$ cat config.mk
export PLATFORM = sky130hd
export DESIGN_NAME = ex_muldiv_unit_flat
export DESIGN_NICKNAME = d
export VERILOG_FILES = /design/src/rtl/ex_muldiv_unit_pkg.sv /design/src/rtl/ex_muldiv_unit_if.sv /design/src/rtl/muldiv_step.sv /design/src/rtl/ex_muldiv_unit.sv /design/src/flat_wrapper.sv
export SDC_FILE = /design/constraint.sdc
export NUM_CORES = 1
export LEC_CHECK = 0
export CAP_MARGIN = 20
export CELL_PAD_IN_SITES_DETAIL_PLACEMENT = 0
export CELL_PAD_IN_SITES_GLOBAL_PLACEMENT = 1
export CORE_MARGIN = 1.5
export CORE_UTILIZATION = 44
export DETAILED_ROUTE_END_ITERATION = 8
export PLACE_DENSITY_LB_ADDON = 0.1
export SYNTH_ARGS = -nofsm -noshare
export SYNTH_HDL_FRONTEND = slang
export SYNTH_SLANG_ARGS = --single-unit
$ cat constraint.sdc
create_clock -name clk -period 7.58 [get_ports clk]
set_input_delay 2.274 -clock clk [delete_from_list [all_inputs] [get_ports clk]]
set_output_delay 2.274 -clock clk [all_outputs]
set_load 0.05 [all_outputs]
$ cat src/rtl/ex_muldiv_unit_pkg.sv
// Shared EX-stage pipeline package: ALU control codes, multiply/divide op codes
// and the multiply/divide FSM state encodings.
package ex_muldiv_unit_pkg;

  localparam logic [3:0] ALU_ADD  = 4'b0000;
  localparam logic [3:0] ALU_SUB  = 4'b0001;
  localparam logic [3:0] ALU_AND  = 4'b0010;
  localparam logic [3:0] ALU_OR   = 4'b0011;
  localparam logic [3:0] ALU_XOR  = 4'b0100;
  localparam logic [3:0] ALU_NOR  = 4'b0101;
  localparam logic [3:0] ALU_SLT  = 4'b0110;
  localparam logic [3:0] ALU_SLTU = 4'b0111;
  localparam logic [3:0] ALU_SLL  = 4'b1000;
  localparam logic [3:0] ALU_SRL  = 4'b1001;
  localparam logic [3:0] ALU_SRA  = 4'b1010;
  localparam logic [3:0] ALU_LUI  = 4'b1011;

  localparam logic [1:0] OP_MULT  = 2'b00;
  localparam logic [1:0] OP_MULTU = 2'b01;
  localparam logic [1:0] OP_DIV   = 2'b10;
  localparam logic [1:0] OP_DIVU  = 2'b11;

  localparam logic [1:0] ST_IDLE = 2'b00;
  localparam logic [1:0] ST_RUN  = 2'b01;
  localparam logic [1:0] ST_FIX  = 2'b10;
  localparam logic [1:0] ST_DONE = 2'b11;

  function automatic logic op_is_div(input logic [1:0] op);
    return (op == OP_DIV) || (op == OP_DIVU);
  endfunction

  function automatic logic op_is_signed(input logic [1:0] op);
    return (op == OP_MULT) || (op == OP_DIV);
  endfunction

endpackage

$ cat src/rtl/ex_muldiv_unit_if.sv
// Request/result bundle between the EX stage and the multiply/divide unit.
interface ex_muldiv_unit_if #(
  parameter int XLEN = 32
);

  logic            start;
  logic [1:0]      op;
  logic [XLEN-1:0] a;
  logic [XLEN-1:0] b;
  logic            flush;
  logic            busy;
  logic            done;
  logic [XLEN-1:0] hi;
  logic [XLEN-1:0] lo;

  modport master (
    output start, op, a, b, flush,
    input  busy, done, hi, lo
  );

  modport slave (
    input  start, op, a, b, flush,
    output busy, done, hi, lo
  );

endinterface

$ cat src/rtl/muldiv_step.sv
// One radix-2 iteration on the {upper, lower} accumulator: shift-add multiply
// or restoring shift-subtract divide, purely combinational.
module muldiv_step #(
  parameter int XLEN = 32
) (
  input  logic              is_div,
  input  logic [2*XLEN-1:0] acc,
  input  logic [XLEN-1:0]   opnd,
  output logic [2*XLEN-1:0] acc_next
);

  logic [XLEN:0] sum;
  logic [XLEN:0] shifted;
  logic [XLEN:0] diff;
  logic [XLEN:0] rem_sel;
  logic          fits;
  logic          unused_rem_msb;

  always_comb begin
    // Multiply: low half holds the remaining multiplier bits, LSB first.
    sum     = {1'b0, acc[2*XLEN-1:XLEN]} + (acc[0] ? {1'b0, opnd} : '0);
    // Divide: upper half is the partial remainder, low half the dividend/quotient.
    shifted = {acc[2*XLEN-1:XLEN], acc[XLEN-1]};
    diff    = shifted - {1'b0, opnd};
    fits    = (shifted >= {1'b0, opnd});
    rem_sel = fits ? diff : shifted;

    if (is_div) begin
      acc_next = {rem_sel[XLEN-1:0], acc[XLEN-2:0], fits};
    end else begin
      acc_next = {sum, acc[XLEN-1:1]};
    end
  end

  // The remainder never exceeds XLEN bits, so its top bit is always zero.
  assign unused_rem_msb = rem_sel[XLEN];

endmodule

$ cat src/rtl/ex_muldiv_unit.sv
// Iterative MULT/MULTU/DIV/DIVU unit with HI/LO registers; fixed XLEN+2 cycle
// latency from accepted start to the done pulse.
module ex_muldiv_unit
  import ex_muldiv_unit_pkg::*;
#(
  parameter int XLEN = 32
) (
  input  logic            clk,
  input  logic            rst,
  ex_muldiv_unit_if.slave mdu
);

  localparam int              CNT_W    = (XLEN > 1) ? $clog2(XLEN) : 1;
  localparam logic [CNT_W-1:0] CNT_LAST = CNT_W'(XLEN - 1);

  function automatic logic [XLEN-1:0] abs_val(input logic [XLEN-1:0] v, input logic is_signed);
    return (is_signed && v[XLEN-1]) ? -v : v;
  endfunction

  function automatic logic [XLEN-1:0] neg_if(input logic [XLEN-1:0] v, input logic neg);
    return neg ? -v : v;
  endfunction

  function automatic logic [2*XLEN-1:0] neg_wide_if(input logic [2*XLEN-1:0] v, input logic neg);
    return neg ? -v : v;
  endfunction

  logic [1:0]        state_q,   state_d;
  logic [CNT_W-1:0]  cnt_q,     cnt_d;
  logic [2*XLEN-1:0] acc_q,     acc_d;
  logic [XLEN-1:0]   opnd_q,    opnd_d;
  logic              is_div_q,  is_div_d;
  logic              neg_res_q, neg_res_d;
  logic              neg_rem_q, neg_rem_d;
  logic [XLEN-1:0]   hi_q,      hi_d;
  logic [XLEN-1:0]   lo_q,      lo_d;

  logic [2*XLEN-1:0] acc_step;
  logic [2*XLEN-1:0] prod_fix;
  logic [XLEN-1:0]   quo_fix;
  logic [XLEN-1:0]   rem_fix;
  logic              sgn_op;
  logic              a_neg;
  logic              b_neg;
  logic              b_zero;
  logic              accept;

  muldiv_step #(
    .XLEN (XLEN)
  ) u_step (
    .is_div   (is_div_q),
    .acc      (acc_q),
    .opnd     (opnd_q),
    .acc_next (acc_step)
  );

  always_comb begin
    sgn_op = op_is_signed(mdu.op);
    a_neg  = sgn_op & mdu.a[XLEN-1];
    b_neg  = sgn_op & mdu.b[XLEN-1];
    b_zero = (mdu.b == '0);
    accept = mdu.start && !mdu.flush && ((state_q == ST_IDLE) || (state_q == ST_DONE));

    // Sign correction of the unsigned magnitude result, applied in FIX.
    prod_fix = neg_wide_if(acc_q, neg_res_q);
    quo_fix  = neg_if(acc_q[XLEN-1:0], neg_res_q);
    rem_fix  = neg_if(acc_q[2*XLEN-1:XLEN], neg_rem_q);
  end

  always_comb begin
    state_d   = state_q;
    cnt_d     = cnt_q;
    acc_d     = acc_q;
    opnd_d    = opnd_q;
    is_div_d  = is_div_q;
    neg_res_d = neg_res_q;
    neg_rem_d = neg_rem_q;
    hi_d      = hi_q;
    lo_d      = lo_q;

    if (mdu.flush) begin
      state_d = ST_IDLE;
    end else begin
      case (state_q)
        ST_IDLE, ST_DONE: begin
          if (accept) begin
            state_d  = ST_RUN;
            cnt_d    = '0;
            is_div_d = op_is_div(mdu.op);
            // A zero divisor keeps the all-ones quotient and leaves hi equal to a.
            neg_res_d = op_is_div(mdu.op) ? ((a_neg ^ b_neg) & ~b_zero) : (a_neg ^ b_neg);
            neg_rem_d = op_is_div(mdu.op) & a_neg;
            acc_d     = {{XLEN{1'b0}}, abs_val(mdu.a, sgn_op)};
            opnd_d    = abs_val(mdu.b, sgn_op);
          end else begin
            state_d = ST_IDLE;
          end
        end
        ST_RUN: begin
          acc_d = acc_step;
          cnt_d = cnt_q + CNT_W'(1);
          if (cnt_q == CNT_LAST) begin
            state_d = ST_FIX;
          end
        end
        ST_FIX: begin
          state_d = ST_DONE;
          if (is_div_q) begin
            hi_d = rem_fix;
            lo_d = quo_fix;
          end else begin
            hi_d = prod_fix[2*XLEN-1:XLEN];
            lo_d = prod_fix[XLEN-1:0];
          end
        end
        default: state_d = ST_IDLE;
      endcase
    end
  end

  always_ff @(posedge clk or posedge rst) begin
    if (rst) begin
      state_q   <= ST_IDLE;
      cnt_q     <= '0;
      acc_q     <= '0;
      opnd_q    <= '0;
      is_div_q  <= 1'b0;
      neg_res_q <= 1'b0;
      neg_rem_q <= 1'b0;
      hi_q      <= '0;
      lo_q      <= '0;
    end else begin
      state_q   <= state_d;
      cnt_q     <= cnt_d;
      acc_q     <= acc_d;
      opnd_q    <= opnd_d;
      is_div_q  <= is_div_d;
      neg_res_q <= neg_res_d;
      neg_rem_q <= neg_rem_d;
      hi_q      <= hi_d;
      lo_q      <= lo_d;
    end
  end

  assign mdu.busy = (state_q == ST_RUN) || (state_q == ST_FIX);
  assign mdu.done = (state_q == ST_DONE);
  assign mdu.hi   = hi_q;
  assign mdu.lo   = lo_q;

endmodule

$ cat src/flat_wrapper.sv
// flat-port wrapper written by rule: the top's interface ports become plain ports
module ex_muldiv_unit_flat import ex_muldiv_unit_pkg::*;
#(
  parameter int XLEN = 32
)
  (clk, rst, mdu_start, mdu_op, mdu_a, mdu_b, mdu_flush, mdu_busy, mdu_done, mdu_hi, mdu_lo);
  ex_muldiv_unit_if #(.XLEN(XLEN)) mdu_i ();
  input  logic clk;
  input  logic rst;
  input wire logic [$bits(mdu_i.start)-1:0] mdu_start;
  input wire logic [$bits(mdu_i.op)-1:0] mdu_op;
  input wire logic [$bits(mdu_i.a)-1:0] mdu_a;
  input wire logic [$bits(mdu_i.b)-1:0] mdu_b;
  input wire logic [$bits(mdu_i.flush)-1:0] mdu_flush;
  output wire logic [$bits(mdu_i.busy)-1:0] mdu_busy;
  output wire logic [$bits(mdu_i.done)-1:0] mdu_done;
  output wire logic [$bits(mdu_i.hi)-1:0] mdu_hi;
  output wire logic [$bits(mdu_i.lo)-1:0] mdu_lo;
  assign mdu_i.start = mdu_start;
  assign mdu_i.op = mdu_op;
  assign mdu_i.a = mdu_a;
  assign mdu_i.b = mdu_b;
  assign mdu_i.flush = mdu_flush;
  assign mdu_busy = mdu_i.busy;
  assign mdu_done = mdu_i.done;
  assign mdu_hi = mdu_i.hi;
  assign mdu_lo = mdu_i.lo;
  ex_muldiv_unit #(.XLEN(XLEN)) u_core (.clk(clk), .rst(rst), .mdu(mdu_i));
endmodule
### Word level (Yosys, flattened, before mapping)

Cells that the tools add are included.

| word-level totals | value |
|---|---|
| output and inout port bits | 66 |
| flip-flop bits (word level) | 170 |
| bits of input ports | 70 |

| cells by class | value |
|---|---|
| equality and inequality tests | 8 |
| bitwise gates (word level) | 7 |
| reduce and logical (&&, ||, !) cells | 17 |
| $add $sub $neg | 8 |
| order comparisons | 1 |
| muxes and demuxes | 19 |

Operators by type and width:

| operator | count |
|---|---|
| 2-to-1 mux 32 bit | 8 |
| 2-to-1 mux 64 bit | 3 |
| negator 32 bit | 4 |
| case mux 64 bit (2 select lines) | 1 |
| negator 64 bit | 1 |
| adder 32 x 32 -> 33 bit | 1 |
| >= comparator 33 x 32 -> 1 bit | 1 |
| logical NOT 32 bit | 1 |
| subtractor 32 bit | 1 |
| case mux 5 bit (2 select lines) | 1 |
| equality test 2 bit, second input constant | 4 |
| case mux 2 bit (3 select lines) | 1 |
| AND reduction 3 bit | 2 |
| adder 5 x 1 -> 5 bit, second input constant | 1 |
| equality test 5 bit, second input constant | 1 |
| 2-to-1 mux 5 bit | 1 |
| bitwise AND 1 bit | 4 |
| logical AND 1 bit | 4 |
| logical NOT 2 bit | 2 |
| logical OR 1 bit | 4 |
| 2-to-1 mux 2 bit | 2 |
| inequality test 3 x 2 -> 1 bit, second input constant | 1 |
| equality test 2 x 1 -> 1 bit, second input constant | 1 |
| 2-to-1 mux 1 bit | 2 |
| 7 further kinds | 8 |

### Depth between registers and ports, before layout

Gate-level depths: netlist (run 1).

| depth | value |
|---|---|
| word-level depth | 6 |
| depth in mapped cells | 13 |
| mapped depth without buffers | 13 |

### Modules after synthesis

From an unflattened synthesis (run 1), not the netlist that was laid out.

| unflattened totals | value |
|---|---|
| cell total of the unflattened synthesis | 1859 |
| area total of the unflattened synthesis | 14715.4 um2 |

By module, submodules not included:

| module | times used | seq. area each (um2) | cells an instance | area an instance (um2) |
|---|---|---|---|---|
| ex_muldiv_unit | 1 | 4254.1 | 1188 | 10017.1 |
| muldiv_step | 1 | 0.0 | 671 | 4698.3 |

### Worst setup path after synthesis (run 1)

OpenSTA, ideal clock, no wires.

| timing | value |
|---|---|
| kind | input -> register |
| from | input mdu_b[4] |
| to | register u_core.opnd_q[25] |
| stages on the path | 9 |
| arrival | 4.217 ns |
| setup time | 0.129 ns |
| slack | 3.234 ns |
| cell sequence | or3_1 -> or3_1 -> nor2_1 -> nand2_1 -> nor4_2 -> nand2_1 -> o41ai_1 -> xor2_1 -> o21ai_1 |

| on the way | value |
|---|---|
| longest elaborated chain between the ends | 2 |

Ends and longest elaborated chain:

| element | line | source |
|---|---|---|
| start, declared | flat_wrapper.sv:13 | `input wire logic [$bits(mdu_i.b)-1:0] mdu_b;` |
| negator 32 bit | ex_muldiv_unit.sv:17 | `return (is_signed && v[XLEN-1]) ? -v : v;` |
| 2-to-1 mux 32 bit | ex_muldiv_unit.sv:17 |  |
| end signal, assigned | ex_muldiv_unit.sv:136 | `opnd_q <= opnd_d;` |
| end, declared | ex_muldiv_unit.sv:31 | `logic [XLEN-1:0] opnd_q, opnd_d;` |

Every way passes these cells.
A chain may end at the register's enable or synchronous reset.

### Worst setup path after layout (run 1)

| timing | value |
|---|---|
| from | input mdu_b[2] |
| to | register u_core.opnd_q[28] |

Same word-level chain as after synthesis.

==> results of run 1 <==
power by group through the flow:
stage | combinational [mW] | clock (mW) | sequential (mW)
3_5_place_dp | 5.05 | 0 | 1.86
6_report | 5.09 | 0.916 | 1.85
4_1_cts | 5.07 | 0.940 | 1.84
5_1_grt | 5.58 | 0.973 | 1.90
2_1_floorplan | 3.38 | 0 | 2.08
3_3_place_gp | 5.04 | 0 | 1.84
placed cells by master (no fill, tap or decap), types with 12 or more instances in the layout:
master           Yosys  routed
a21o_1              39      39
a21oi_1            110     110
a31oi_1             15      15
and2_1              12      12
buf_4                1      13
clkbuf_16            0      17
clkdlybuf4s50_1      0     135
dfrtp_1            170     169
ha_1                74      74
inv_1               66      65
mux2i_1             57      57
nand2_1            256     256
nand2b_1            13      12
nand3_1             18      18
nand4_1             12      12
nor2_1             113     113
nor3_1              27      27
nor4_1              12      12
o21ai_0            208     208
o21ai_1             27      26
o31ai_1             27      26
xnor2_1             87      87
xor2_1              84      84
routing by layer:
layer / vias to the layer above / GRT usage (%)
li1: 6170 / -
met1: 5765 / 39.4
met2: 376 / 37.4
met3: 41 / 3.48
met4: 2 / 5.42
met5: - / 0
flip-flops by register name, summed over array words and instances, names as in the netlist:
signal,flops
u_core.acc_q,64
u_core.mdu.hi,32
u_core.mdu.lo,32
u_core.opnd_q,32
u_core.cnt_q,5
u_core.state_q,2
u_core.is_div_q,1
u_core.neg_rem_q,1
u_core.neg_res_q,1
layout make-up:
type	count	area [µm²]
fillers	3036	14600
multi-input cells	1366	8780
flip-flops and latches	170	4260
repair buffers	149	1470
well taps	396	495
clock buffers	17	425
inverters	67	256
clock inverters	15	190
tightest hold or removal path, delay by kind of cell (launching register included):
| family | cells | cell delay (ps) |
|---|---|---|
| simple gates | 2 | 100 |
| flops | 1 | 350 |
logic make-up after synthesis:
logic type      count (synthesis)  synth area share [%]
flops                         170                  31.3
compound gates                528                  23.4
xor+xnor                      171                  11.0
simple gates                  525                  17.8
fa+ha+maj                      76                  7.10
buf+inv                       159                  4.49
mux                            66                  4.94
how the worst max path moves through the flow:
stage                         to  slack, ps  cells past startpoint
2_1_floorplan    u_core.acc_q[0]        700                      1
3_3_place_gp   u_core.opnd_q[28]       2290                      9
3_5_place_dp   u_core.opnd_q[28]       2230                      9
4_1_cts        u_core.opnd_q[28]       2720                      9
5_1_grt        u_core.opnd_q[28]       2570                      9
6_report       u_core.opnd_q[28]       2750                      9
==> impl_metrics.toml, run 1 <==
[layout]
stdcell_count = 2180
final_util_pct = 52.0
drive_gt1_share_pct = 4.93
fin_nets = 1917
area_growth_pct = 16.6
final_cell_area_mm2 = 0.0159
antenna_cells = 0

[floorplan]
fp.dieW_um = 179
core_mm2 = 0.0305
num_rows = 64
ios = 136
die_h_um = 179
initial_core_util_pct = 44.6
dieArea_mm2 = 0.0320

[pwr]
p_comb_share_pct = 64.8
p_sw_mw = 4.18
sw_frac_of_total_pct = 53.2
ir_drop_uv = 285
seqPwrFrac_pct = 23.5
power_leakage_nw = 6.97
p_total_mw = 7.86
p_int_mw = 3.68
p_per_area_mw_per_mm2 = 495
clockPowerShare_pct = 11.7

[routing]
routed_via_density = 5.67
dr.pass1.iters = 5
drc_errors = 0
routedWlPerCell_um = 18.3
ant_nets = 0
wl_met3_um = 2490
vias = 12354
drt_iter0_markers = 872
maxUsedRoutingLayer = "met5"
met1_length_um = 20300
drt-total-wl_um = 39900
route.met2.wl_um = 16600

[logic_synthesis]
synth_top_area_share_pct = 31.3
syn_avg_cell_area_um2 = 8.03
synth_top_area_cell = "dfrtp_1"
syn_area_mm2 = 0.0136
seq_area_frac_synth_pct = 31.3
synth_common_cells = "nand2_1 (256), o21ai_0 (208), dfrtp_1 (170), nor2_1 (113), a21oi_1 (110)"
async_reset_ff_share_pct = 100
ys_top_cells_by_area = "dfrtp_1 (31%), o21ai_0 (7.6%), nand2_1 (7.1%)"
ys.flop_type = "dfrtp_1"
synthCells = 1695
synth_seq_cells = 170
ys_types = 76
synth_edf_count = 0
ys_warn_count = 0
synth_nets = 1841
yosysMostFrequentCell = "nand2_1"

[critical_path]
reg2regPathDepth = 11
end_kind = "flop"
cp_top_family = "simple AND/OR/NAND/NOR gates"
max_stage_delay_ps = 530
cp_common_cell = "nand2_1"
cp_max_fo = 6
critPathLaunch = "mdu_b[2]"
worst-path-buf-inv = 1
worst_path_max_delay_cell = "nor3b_1"
crit_arrival_ps = 5120
r2r_slack_ps = 2970
worstReg2RegStart = "u_core.acc_q[45]"
reg2reg_to = "u_core.acc_q[37]"
crit_type = "input port to flop"
crit_path_start_kind = "input port"
critPathRequiredTime_ps = 7870
crit_chain = "clkdlybuf4s50_1, or3_1, nor3b_1, nand2_1, nor4_2, nand2_1, o41ai_1, xor2_1, o21ai_0"

[timing]
worst_pin_slew_ps = 1010
finalHoldViolations = 0
relSlewSlack_pct = 32.8
skew_ps = 10.6
slew_viol_final = 0
setup_violations = 0
setup_tns_ps = 0
fin_hold_ws_ps = 476
rsz0062_at_grt = "no"
fin_crit_ps = 4830
fmax_mhz = 207
worst_slack_ps = 2750
post-route-period-util_pct = 63.7

[global_routing]
antenna_found_initial = 1
grt_pass1_wl_um = 62800
grt_max_degree = 95
overflow = 0
grt_usage_pct = 25.5
grt_pass1_vias = 11318

[clock_tree]
cts_buffer_depth = 2
clk_pin_slew_worst_paths_ps = 80
cts-htree-levels = 4
cts_sinks = 170
cts_made_buffers = 17
cts_tree = "done"
holdBufCountCts = 0
clock-root-buffer = "clkbuf_16"
cts_setup_buffers = 0
cts-resized-gates = 0
clk_latency_ps = 450

[flow_run]
maxCapViolations = 0

[placement]
gp_congestion = 0.917
port_buffers = 135
dp_cells = 2148
place_area_mm2 = 0.0153
place_hpwl_um = 30600
preCtsSetupSlack_ps = 2230

[worst_hold_path]
hold_path_depth = 2
hold_class = "flop to flop"
min_from = "u_core.cnt_q[4]"
holdPathEnd = "u_core.cnt_q[4]"

[outcome]
status = "complete, no violations"
Note: power is estimated with default switching activity, not from simulation.
==> inputs of run 2 (changes only) <==
==> constraint.sdc (replaced) <==
create_clock -name clk -period 4.99 [get_ports clk]
set_input_delay 1.497 -clock clk [delete_from_list [all_inputs] [get_ports clk]]
set_output_delay 1.497 -clock clk [all_outputs]
set_load 0.05 [all_outputs]
==> impl_metrics.toml, run 2 (synthesis gave the netlist of run 1 again) <==
[clock_tree]
cts_tree = "done"
clk_latency_ps = 450
clk_pin_slew_worst_paths_ps = 80
clock-root-buffer = "clkbuf_16"
cts-resized-gates = 0
cts_made_buffers = 17
cts_setup_buffers = 0
cts-htree-levels = 4
cts_buffer_depth = 2
cts_sinks = 170
holdBufCountCts = 0

[global_routing]
grt_max_degree = 86
antenna_found_initial = 0
grt_pass1_vias = 11420
grt_usage_pct = 25.9
grt_pass1_wl_um = 63700
overflow = 0

[pwr]
p_per_area_mw_per_mm2 = 751
power_leakage_nw = 7.03
p_int_mw = 5.62
p_comb_share_pct = 65.3
ir_drop_uv = 355
clockPowerShare_pct = 11.5
p_sw_mw = 6.36
seqPwrFrac_pct = 23.2
p_total_mw = 12.0
sw_frac_of_total_pct = 53.1

[placement]
dp_cells = 2161
preCtsSetupSlack_ps = 422
port_buffers = 135
place_hpwl_um = 31100
gp_congestion = 0.901

[floorplan]
dieArea_mm2 = 0.0320
initial_core_util_pct = 44.6
num_rows = 64
core_mm2 = 0.0305
fp.dieW_um = 179
ios = 136
die_h_um = 179

[routing]
dr.pass1.iters = 5
routed_via_density = 5.65
drt_iter0_markers = 946
drt-total-wl_um = 40600
routedWlPerCell_um = 18.5
vias = 12390
ant_nets = 0
drc_errors = 0

[critical_path]
r2r_slack_ps = 1070
reg2reg_to = "u_core.acc_q[62]"
end_kind = "flop"
cp_max_fo = 6
crit_arrival_ps = 4350
reg2regPathDepth = 13
crit_path_start_kind = "input port"
worstReg2RegStart = "u_core.acc_q[0]"
critPathRequiredTime_ps = 5280
crit_type = "input port to flop"

[layout]
layout_commonest_cell = "nand2_1"
top_register = "u_core.acc_q"
largest_register_ffs = 64
fillers = 3005
antenna_cells = 0
area_growth_pct = 17.3
layout_common_cells = "nand2_1 (256), o21ai_0 (208), dfrtp_1 (169), clkdlybuf4s50_1 (135), nor2_1 (113)"
fin_nets = 1930
final_util_pct = 52.3
drive_gt1_share_pct = 5.62
stdcell_count = 2193

[timing]
post-route-period-util_pct = 81.5
fin_crit_ps = 4070
relSlewSlack_pct = 31.0
worst_pin_slew_ps = 1030
fmax_mhz = 246
rsz0062_at_grt = "no"
skew_ps = 17.3
setup_tns_ps = 0
worst_slack_ps = 924
slew_viol_final = 0
setup_violations = 0
finalHoldViolations = 0

[flow_run]
maxCapViolations = 0

[worst_hold_path]
holdPathEnd = "u_core.mdu.lo[0]"
min_from = "u_core.mdu.lo[0]"
hold_path_depth = 2
hold_class = "flop to flop"

[outcome]
status = "complete, no violations"
run 2: critical path, cell delays in order:
cell	delay (ps)
clkdlybuf4s50_1	460
or3_1	390
nor3b_1	530
nand2_1	200
nor4_2	370
nand2_1	230
o41ai_1	420
xor2_1	170
o21ai_0	80
run 2: final cells by class:
class                   instances  area (µm²)  area share, %
clock buffers                  18         439           2.75
clock inverters                14         159          0.996
inverters                      67         255           1.60
multi-input cells            1366        8780           55.0
flip-flops and latches        170        4260           26.7
well taps                     396         495           3.10
repair buffers                162        1580           9.89
run 2: how the worst max path moves through the flow:
stage / startpoint / end / slack (ps) / cells after the start
6_report: mdu_b[2] / u_core.opnd_q[28] / 920 / 9
4_1_cts: mdu_b[2] / u_core.opnd_q[28] / 890 / 9
5_1_grt: mdu_b[2] / u_core.opnd_q[28] / 670 / 9
3_3_place_gp: mdu_b[2] / u_core.opnd_q[28] / 460 / 9
2_1_floorplan: rst / u_core.acc_q[0] / 1320 / 1
3_5_place_dp: mdu_b[2] / u_core.opnd_q[28] / 420 / 9
run 2: power by group through the flow:
| stage | logic (mW) | clock network, mW | registers, mW |
|---|---|---|---|
| 6_report | 7.83 | 1.38 | 2.78 |
| 5_1_grt | 8.60 | 1.45 | 2.86 |
| 4_1_cts | 7.81 | 1.40 | 2.76 |
| 3_5_place_dp | 7.78 | 0 | 2.79 |
| 3_3_place_gp | 7.74 | 0 | 2.76 |
| 2_1_floorplan | 5.14 | 0 | 3.16 |
run 2: stage by stage:
stage / cell area, µm² / hold WS, ps
final: 16000 / 477
after global routing: 16000 / 503
after CTS: 16000 / 488
after detailed placement: 15400 / 470
after global placement: 15400 / 456
after floorplan: 13600 / 445
run 2: routing by layer:
metal	track usage [%]	share of wire, %	up-vias
met5	0	0	-
met3	3.18	5.6	33
met4	7.29	1.8	0
li1	-	-	6186
met1	40.4	52	5810
met2	36.8	40	361
==> inputs of run 3 (changes only) <==
--- a/config.mk
+++ b/config.mk
@@ -9,7 +9,7 @@
 export CELL_PAD_IN_SITES_DETAIL_PLACEMENT = 0
 export CELL_PAD_IN_SITES_GLOBAL_PLACEMENT = 1
 export CORE_MARGIN = 1.5
-export CORE_UTILIZATION = 44
+export CORE_UTILIZATION = 40
 export DETAILED_ROUTE_END_ITERATION = 8
 export PLACE_DENSITY_LB_ADDON = 0.1
 export SYNTH_ARGS = -nofsm -noshare
==> constraint.sdc (replaced) <==
create_clock -name clk -period 3.46 [get_ports clk]
set_input_delay 1.038 -clock clk [delete_from_list [all_inputs] [get_ports clk]]
set_output_delay 1.038 -clock clk [all_outputs]
set_load 0.05 [all_outputs]
==> impl_metrics.toml, run 3 (synthesis gave the netlist of run 1 again) <==
[routing]
drt_iter0_markers = 772
vias = 12837
drt-total-wl_um = 43900
dr.pass1.iters = 5
ant_nets = 0
routedWlPerCell_um = 18.5
drc_errors = 0
routed_via_density = 5.40

[floorplan]
fp.dieW_um = 187
dieArea_mm2 = 0.0351
ios = 136
die_h_um = 187
core_mm2 = 0.0335
num_rows = 67
initial_core_util_pct = 40.6

[flow_run]
maxCapViolations = 0

[timing]
skew_ps = 13.5
post-route-period-util_pct = 95.4
rsz0062_at_grt = "no"
relSlewSlack_pct = 58.9
setup_violations = 0
slew_viol_final = 0
fin_crit_ps = 3300
finalHoldViolations = 0
fmax_mhz = 303
worst_pin_slew_ps = 610

[layout]
stdcell_count = 2378
multiInputGateArea_mm2 = 0.00882
fin_nets = 2063
layout_commonest_cell = "nand2_1"
drive_gt1_share_pct = 12.3
fillers = 3356
final_cell_area_mm2 = 0.0172
regArea_mm2 = 0.00426
final_util_pct = 51.2
area_growth_pct = 26.1
layout_common_cells = "nand2_1 (256), o21ai_0 (207), dfrtp_1 (169), buf_4 (150), clkdlybuf4s50_1 (135)"
top_register = "u_core.acc_q"
largest_register_ffs = 64
antenna_cells = 0

[critical_path]
worst_path_max_delay_cell = "clkdlybuf4s50_1"
crit_chain = "inv_1, ha_1, inv_1, clkdlybuf4s50_1"
worst-path-buf-inv = 3
cp_top_family = "buffers and inverters"
cp_max_fo = 4
r2r_slack_ps = 170
end_kind = "output port"
cp_common_cell = "inv_1"
crit_arrival_ps = 2260
critPathRequiredTime_ps = 2420
crit_type = "flop to output port"
max_stage_delay_ps = 820
crit_path_start_kind = "flop"

[global_routing]
grt_pass1_wl_um = 69200
grt_pass1_vias = 12071
overflow = 0
grt_max_degree = 97
antenna_found_initial = 0
grt_usage_pct = 25.2

[clock_tree]
holdBufCountCts = 0
cts_buffer_depth = 2
cts_sinks = 170
clock-root-buffer = "clkbuf_16"
clk_latency_ps = 460
cts-htree-levels = 4
clk_pin_slew_worst_paths_ps = 70
cts_made_buffers = 17
cts_tree = "done"

[pwr]
ir_drop_uv = 515
p_per_area_mw_per_mm2 = 1100
p_total_mw = 18.8
power_leakage_nw = 7.74

[worst_hold_path]
hold_class = "flop to flop"

[placement]
gp_congestion = 0.923
place_area_mm2 = 0.0165
port_buffers = 135
place_hpwl_um = 34600
dp_cells = 2343

[outcome]
status = "complete, no violations"
==> run 3: cell types whose count changed in the layout (fill, tap and decap cells not counted), moves of 2 or more <==
cell       before  now
buf_4          25  150
buf_12          2    8
clkinv_8        4    1
buf_6           0    2
bufinv_16       0    2
clkinv_2        0    2
clkinv_4        4    2
==> run 3: per-layer routing <==
layer | vias up | GRT usage, % | part of all wire, %
met3 | 40 | 4.78 | 6.5
met1 | 5999 | 39.3 | 52
met4 | 0 | 6.12 | 1.4
li1 | 6440 | - | -
met5 | - | 0 | 0
met2 | 358 | 35.3 | 40
==> run 3: stage by stage <==
| step | setup TNS [ps] | hold WS, ps | worst slack, ps |
|---|---|---|---|
| 2_1_floorplan | 0 | 445 | 145 |
| 3_3_place_gp | -1210 | 458 | -212 |
| 3_5_place_dp | -1810 | 467 | -249 |
| 4_1_cts | 0 | 485 | 103 |
| 5_1_grt | 0 | 494 | 13.1 |
| 6_report | 0 | 475 | 160 |
==> run 3: report_power, final <==
part / internal, mW / switching (mW) / total (mW) / leakage [nW]
Clock: 1.10 / 0.940 / 2.04 / 0.299
Sequential: 2.82 / 0.796 / 3.62 / 2.20
Combinational: 5.32 / 7.87 / 13.2 / 5.24
Total: 9.24 / 9.60 / 18.8 / 7.74
==> run 3: cell type report <==
cell class / instances / area share (%)
repair buffers: 295 / 15.5
inverters: 67 / 1.49
clock buffers: 17 / 2.48
flip-flops and latches: 170 / 24.8
clock inverters: 15 / 1.06
multi-input cells: 1366 / 51.4
well taps: 448 / 3.27
==> run 3: worst min-delay path: cells and delay by family (launching register included) <==
kind	cells	cell delay (ps)
DFF	1	340
AOI/OAI and AO/OA	1	50
and+or+nand+nor	1	40
==> run 3: repair_timing <==
action / in CTS / in global routing
gates resized for setup: 0 / 9
setup buffers: 3 / 0
hold endpoints to repair: 0 / 0
pin swaps: 1 / 1
setup endpoints to repair: 9 / 12
cloned: 0 / 0
==> run 3: final timing paths <==
path / from / endpoint / depth (start not counted)
max: u_core.state_q[0] / mdu_busy / 4
min: u_core.mdu.lo[15] / u_core.mdu.lo[15] / 2
max reg2reg: u_core.opnd_q[14] / u_core.acc_q[41] / 13
min reg2reg: u_core.mdu.lo[15] / u_core.mdu.lo[15] / 2
max in group asynchronous: rst / u_core.opnd_q[19] / 3
min in group asynchronous: rst / u_core.mdu.lo[7] / 3
